==> src/rtl/serial_frame_rx.sv <==
// serial_frame_rx: serial-to-parallel frame receiver.
// Frame: start bit (0), DATA_W data bits LSB first, optional even-parity bit, stop bit (1).
// Received words leave over a valid/ready handshake. Parity, framing and overrun faults are flagged.
module serial_frame_rx #(
    parameter int DATA_W    = 8,
    parameter int PARITY_EN = 1
) (
    input  logic              clk,
    input  logic              rst,
    input  logic              bit_en,
    input  logic              din,
    output logic [DATA_W-1:0] out_data,
    output logic              out_valid,
    input  logic              out_ready,
    output logic              parity_err,
    output logic              frame_err,
    output logic              overrun,
    output logic              busy
);

    localparam int CNT_W = $clog2(DATA_W) + 1;

    typedef enum logic [1:0] {
        IDLE   = 2'd0,
        DATA   = 2'd1,
        PARITY = 2'd2,
        STOP   = 2'd3
    } state_t;

    state_t             state_q,      state_d;
    logic [CNT_W-1:0]   bit_cnt_q,    bit_cnt_d;
    logic [DATA_W-1:0]  shift_q,      shift_d;
    logic               perr_q,       perr_d;
    logic [DATA_W-1:0]  out_data_q,   out_data_d;
    logic               out_valid_q,  out_valid_d;
    logic               parity_err_q, parity_err_d;
    logic               frame_err_q,  frame_err_d;
    logic               overrun_q,    overrun_d;
    logic               busy_q,       busy_d;

    logic               last_bit_s;
    logic               good_stop_s;
    logic               accept_s;

    // Frame sequencing: next state, bit counter, shift register and running parity result.
    always_comb begin
        state_d    = state_q;
        bit_cnt_d  = bit_cnt_q;
        shift_d    = shift_q;
        perr_d     = perr_q;
        last_bit_s = (bit_cnt_q == CNT_W'(DATA_W - 1));
        if (bit_en) begin
            case (state_q)
                IDLE: begin
                    if (!din) begin
                        state_d   = DATA;
                        bit_cnt_d = {CNT_W{1'b0}};
                        perr_d    = 1'b0;
                    end else begin
                        state_d   = IDLE;
                    end
                end
                DATA: begin
                    // Write din into the slot selected by bit_cnt without a mismatched-width index.
                    for (int i = 0; i < DATA_W; i++) begin
                        if (bit_cnt_q == CNT_W'(i)) begin
                            shift_d[i] = din;
                        end else begin
                            shift_d[i] = shift_q[i];
                        end
                    end
                    bit_cnt_d = bit_cnt_q + CNT_W'(1);
                    if (last_bit_s) begin
                        state_d = (PARITY_EN != 0) ? PARITY : STOP;
                    end else begin
                        state_d = DATA;
                    end
                end
                PARITY: begin
                    // Even parity: XOR of data and parity bit must be 0, so a 1 flags an error.
                    perr_d  = (^shift_q) ^ din;
                    state_d = STOP;
                end
                STOP: begin
                    state_d = IDLE;
                end
                default: begin
                    state_d = IDLE;
                end
            endcase
        end else begin
            state_d = state_q;
        end
    end

    // Output side: word delivery, handshake retirement and one-cycle fault pulses.
    always_comb begin
        out_data_d   = out_data_q;
        out_valid_d  = out_valid_q;
        parity_err_d = parity_err_q;
        frame_err_d  = 1'b0;
        overrun_d    = 1'b0;
        accept_s     = out_valid_q & out_ready;
        good_stop_s  = bit_en & din & (state_q == STOP);
        if (good_stop_s) begin
            // A word being accepted on this same edge frees the slot for the new one.
            if (!out_valid_q || out_ready) begin
                out_data_d   = shift_q;
                parity_err_d = (PARITY_EN != 0) ? perr_q : 1'b0;
                out_valid_d  = 1'b1;
            end else begin
                overrun_d    = 1'b1;
            end
        end else if (bit_en && !din && (state_q == STOP)) begin
            frame_err_d = 1'b1;
            if (accept_s) begin
                out_valid_d = 1'b0;
            end else begin
                out_valid_d = out_valid_q;
            end
        end else if (accept_s) begin
            out_valid_d = 1'b0;
        end else begin
            out_valid_d = out_valid_q;
        end
        busy_d = (state_d != IDLE);
    end

    // State and output registers with synchronous reset overriding any frame or pending word.
    always_ff @(posedge clk) begin
        if (rst) begin
            state_q      <= IDLE;
            bit_cnt_q    <= {CNT_W{1'b0}};
            shift_q      <= {DATA_W{1'b0}};
            perr_q       <= 1'b0;
            out_data_q   <= {DATA_W{1'b0}};
            out_valid_q  <= 1'b0;
            parity_err_q <= 1'b0;
            frame_err_q  <= 1'b0;
            overrun_q    <= 1'b0;
            busy_q       <= 1'b0;
        end else begin
            state_q      <= state_d;
            bit_cnt_q    <= bit_cnt_d;
            shift_q      <= shift_d;
            perr_q       <= perr_d;
            out_data_q   <= out_data_d;
            out_valid_q  <= out_valid_d;
            parity_err_q <= parity_err_d;
            frame_err_q  <= frame_err_d;
            overrun_q    <= overrun_d;
            busy_q       <= busy_d;
        end
    end

    assign out_data   = out_data_q;
    assign out_valid  = out_valid_q;
    assign parity_err = parity_err_q;
    assign frame_err  = frame_err_q;
    assign overrun    = overrun_q;
    assign busy       = busy_q;

endmodule

==> config.mk <==
export PLATFORM = sky130hd
export DESIGN_NAME = serial_frame_rx
export DESIGN_NICKNAME = d
export VERILOG_FILES = /design/src/rtl/serial_frame_rx.sv
export SDC_FILE = /design/constraint.sdc
export NUM_CORES = 1
export LEC_CHECK = 0
export CORE_UTILIZATION = 50
export CTS_BUF_LIST = sky130_fd_sc_hd__clkbuf_16
export DETAILED_ROUTE_END_ITERATION = 7
export PLACE_DENSITY_LB_ADDON = 0.05
export SYNTH_ARGS = -nofsm -noshare
export SYNTH_HDL_FRONTEND = slang
export SYNTH_SLANG_ARGS = --single-unit
==> constraint.sdc <==
create_clock -name clk -period 1.58 [get_ports clk]
set_input_delay 0.237 -clock clk [delete_from_list [all_inputs] [get_ports clk]]
set_output_delay 0.237 -clock clk [all_outputs]
set_load 0.05 [all_outputs]
==> results.py <==
metrics = {
    "run_status": {
        "status": "completed",
    },
    "floorplan": {
        "start_util_pct": 52.4,
        "die-area_um2": 2780,
        "io-pin-count": 18,
        "core-area_um2": 2450,
        "die_h_um": 52.7,
        "die_w_um": 52.7,
        "num_rows": 18,
    },
    "setup_path": {
        "cp_max_fo": 4,
        "rrSetupSlack_ns": 0.24,
        "path_class": "primary input to register",
        "cp-start-kind": "primary input",
        "r2r-start": "shift_q[6]",
        "crit_arrival_ns": 1.65,
        "end_kind": "register",
        "r2r_end": "perr_q",
        "crit_required_ns": 1.76,
        "ff2ff_path_depth": 4,
    },
    "timing": {
        "final_hold_viol_count": 0,
        "worst_slew_pin_slew_ns": 0.358,
        "finalSetupViolCount": 0,
        "clock_skew_ns": 0.00446,
        "clock.fmax_ghz": 0.681,
        "rsz0062_at_grt": "no",
        "finalCritPeriodShare_pct": 92.9,
        "layout_setup_ws_ns": 0.112,
        "period_needed_ns": 1.47,
        "relSlewSlack_pct": 76.1,
        "slew_viol_final": 0,
    },
    "finish": {
        "layout_common_cells": "dfxtp_1 (28), buf_4 (24), nor2_1 (22)",
        "stdcell_area_um2": 1600,
        "antennaDiodeCount": 0,
        "layout-drive-gt1-share_pct": 20.1,
        "fin_nets": 164,
        "layout_commonest_cell": "dfxtp_1",
        "final.fill_count": 202,
        "fin_util_pct": 65.1,
        "area_growth_pct": 24.1,
    },
    "clock_network": {
        "clk_path_buf_depth": 2,
        "clk_pin_slew_ns": 0.07,
        "hold_buffers": 0,
        "clk_latency_ns": 0.26,
        "cts_setup_buffers": 0,
        "root_buffer": "clkbuf_16",
        "post_cts_resize_count": 0,
        "cts.sink_count": 28,
        "cts-htree-levels": 1,
        "numCtsBuffers": 3,
        "cts_tree": "yes",
    },
    "synthesis": {
        "ys.flop_type": "dfxtp_1",
        "synth_edf_count": 0,
        "synth_cells": 131,
        "synthesis.nets": 140,
        "yosysWarningCount": 0,
        "synth-seq-area-share_pct": 43.5,
        "synth_cell_types": 33,
        "synth_top_family_by_area": "simple AND/OR/NAND/NOR gates",
        "ys_ff_latch": 28,
        "synth_adder_area_share_pct": 3.89,
        "synthMuxAreaShare_pct": 13.2,
        "synth_xor_area_share_pct": 7.19,
        "async_reset_ff_share_pct": 0,
        "syn-cell-area_um2": 1290,
        "synth.avg_cell_area_um2": 9.83,
        "synth_compound_area_share_pct": 5.64,
        "synth_simple_gate_area_share_pct": 21.6,
    },
    "pwr": {
        "ir_worst_vdd_mv": 0.651,
        "p_int_uw": 1260,
        "comb_power_share_pct": 6.1,
        "seqPwrFrac_pct": 46.0,
        "clkPwrFrac_pct": 47.8,
        "leakage_uw": 0.000682,
        "switching_share_pct": 19.2,
        "p_sw_uw": 300,
        "power_density_nw_per_um2": 977,
    },
    "min_path": {
        "whs_endpoint": "perr_q",
        "hp-start": "perr_q",
        "min_path_type": "register to register",
        "min_path_cells": 2,
    },
    "grt": {
        "overflow": 0,
        "grt_pass1_vias": 827,
        "grt_pass1_wl_mm": 3.61,
        "grt_max_degree": 17,
        "antenna_found_initial": 0,
        "grt.total_usage_pct": 18.4,
    },
    "detailed_routing": {
        "postRouteAntennaNets": 0,
        "dr.pass1.iters": 4,
        "drt_iter0_drc": 10,
        "drc_errors": 0,
        "vias": 948,
        "wl_per_cell_um": 12.2,
        "vias_per_cell": 5.15,
        "wl_mm": 2.24,
    },
    "placement": {
        "dpl_cell_area_um2": 1490,
        "hpwl_mm": 1.63,
        "io_buffers": 17,
        "pre_cts_ws_ns": -0.166,
        "gp_congestion": 0.781,
    },
    "job": {
        "max-cap-violations": 0,
    },
}
## cells by family (layout without fill, tap and decap cells)
group                      after synthesis  after routing
and+or+nand+nor                         51             51
DFF                                     28             28
muxes                                   17             17
buffers and inverters                   12             35
AOI/OAI and AO/OA                       10             10
xor gates and xnor gates                 9              9
adders and majority gates                4              4
## area by class of cell
type / instances / area (um^2) / area share (%)
Tap cell: 30 / 37.5 / 2.35
Multi-Input combinational cell: 91 / 663 / 41.5
Timing Repair Buffer: 28 / 220 / 13.8
Clock buffer: 3 / 75.1 / 4.70
Inverter: 3 / 11.3 / 0.705
Clock inverter: 1 / 30.0 / 1.88
Sequential cell: 28 / 561 / 35.1
## per-stage QoR
stage	cells	setup TNS [ns]	power, uW	hold WS (ns)
after detailed placement	180	-0.306	830	0.482
after CTS	184	0	1570	0.493
after global routing	184	0	1610	0.511
final	184	0	1560	0.483
after floorplan	131	0	795	0.423
after global placement	180	-0.449	829	0.477
## synth_stat cells (2+ instances only)
| master | number | area [um^2] |
|---|---|---|
| clkbuf_1 | 3 | 11.3 |
| dfxtp_1 | 28 | 561 |
| nor3b_1 | 2 | 15.0 |
| inv_1 | 3 | 11.3 |
| nor2b_1 | 5 | 31.3 |
| xor2_1 | 2 | 17.5 |
| nor3_1 | 2 | 10.0 |
| mux2i_1 | 17 | 170 |
| ha_1 | 4 | 50.1 |
| and3b_1 | 2 | 17.5 |
| a21oi_1 | 3 | 15.0 |
| nand2_1 | 3 | 11.3 |
| buf_4 | 2 | 15.0 |
| nor2_1 | 22 | 82.6 |
| a211oi_1 | 2 | 15.0 |
| nand3_1 | 8 | 40.0 |
| buf_2 | 2 | 10.0 |
| xnor2_1 | 6 | 52.6 |
## worst max-delay path by stage
| stage | startpoint | endpoint | depth (start not counted) |
|---|---|---|---|
| after floorplan | out_valid | out_data[2] | 5 |
| final | din | bit_cnt_q[2] | 5 |
| after global routing | din | bit_cnt_q[2] | 5 |
| after global placement | din | bit_cnt_q[2] | 5 |
| after detailed placement | din | bit_cnt_q[2] | 5 |
| after CTS | din | bit_cnt_q[2] | 5 |
## per-layer routing
layer / track usage (%) / share of wire [%]
met1: 22.2 / 50
met2: 29.5 / 45
met3: 4.35 / 3.4
met4: 10.5 / 2.3
met5: 0 / 0
## sequential cells by signal, indices dropped and copies added (netlist names)
name and cells:
parity_err 1, state_q 2, overrun 1, out_valid 1, busy 1, perr_q 1, frame_err 1, out_data 8
bit_cnt_q 4, shift_q 8
## critical path, cell delays in order
cell             delay (ns)
clkdlybuf4s50_1        0.52
nor2b_1                0.28
and4bb_2               0.28
xnor2_1                0.12
a211oi_1               0.20
## power groups by stage
stage / clock (uW) / combinational [uW] / sequential (uW)
finish: 747 / 95.4 / 719
global route: 788 / 105 / 720
CTS: 759 / 95.9 / 718
detailed placement: 0 / 94.8 / 735
global placement: 0 / 94.0 / 735
floorplan: 0 / 56.9 / 738
Power figures use the tool's default switching activity.
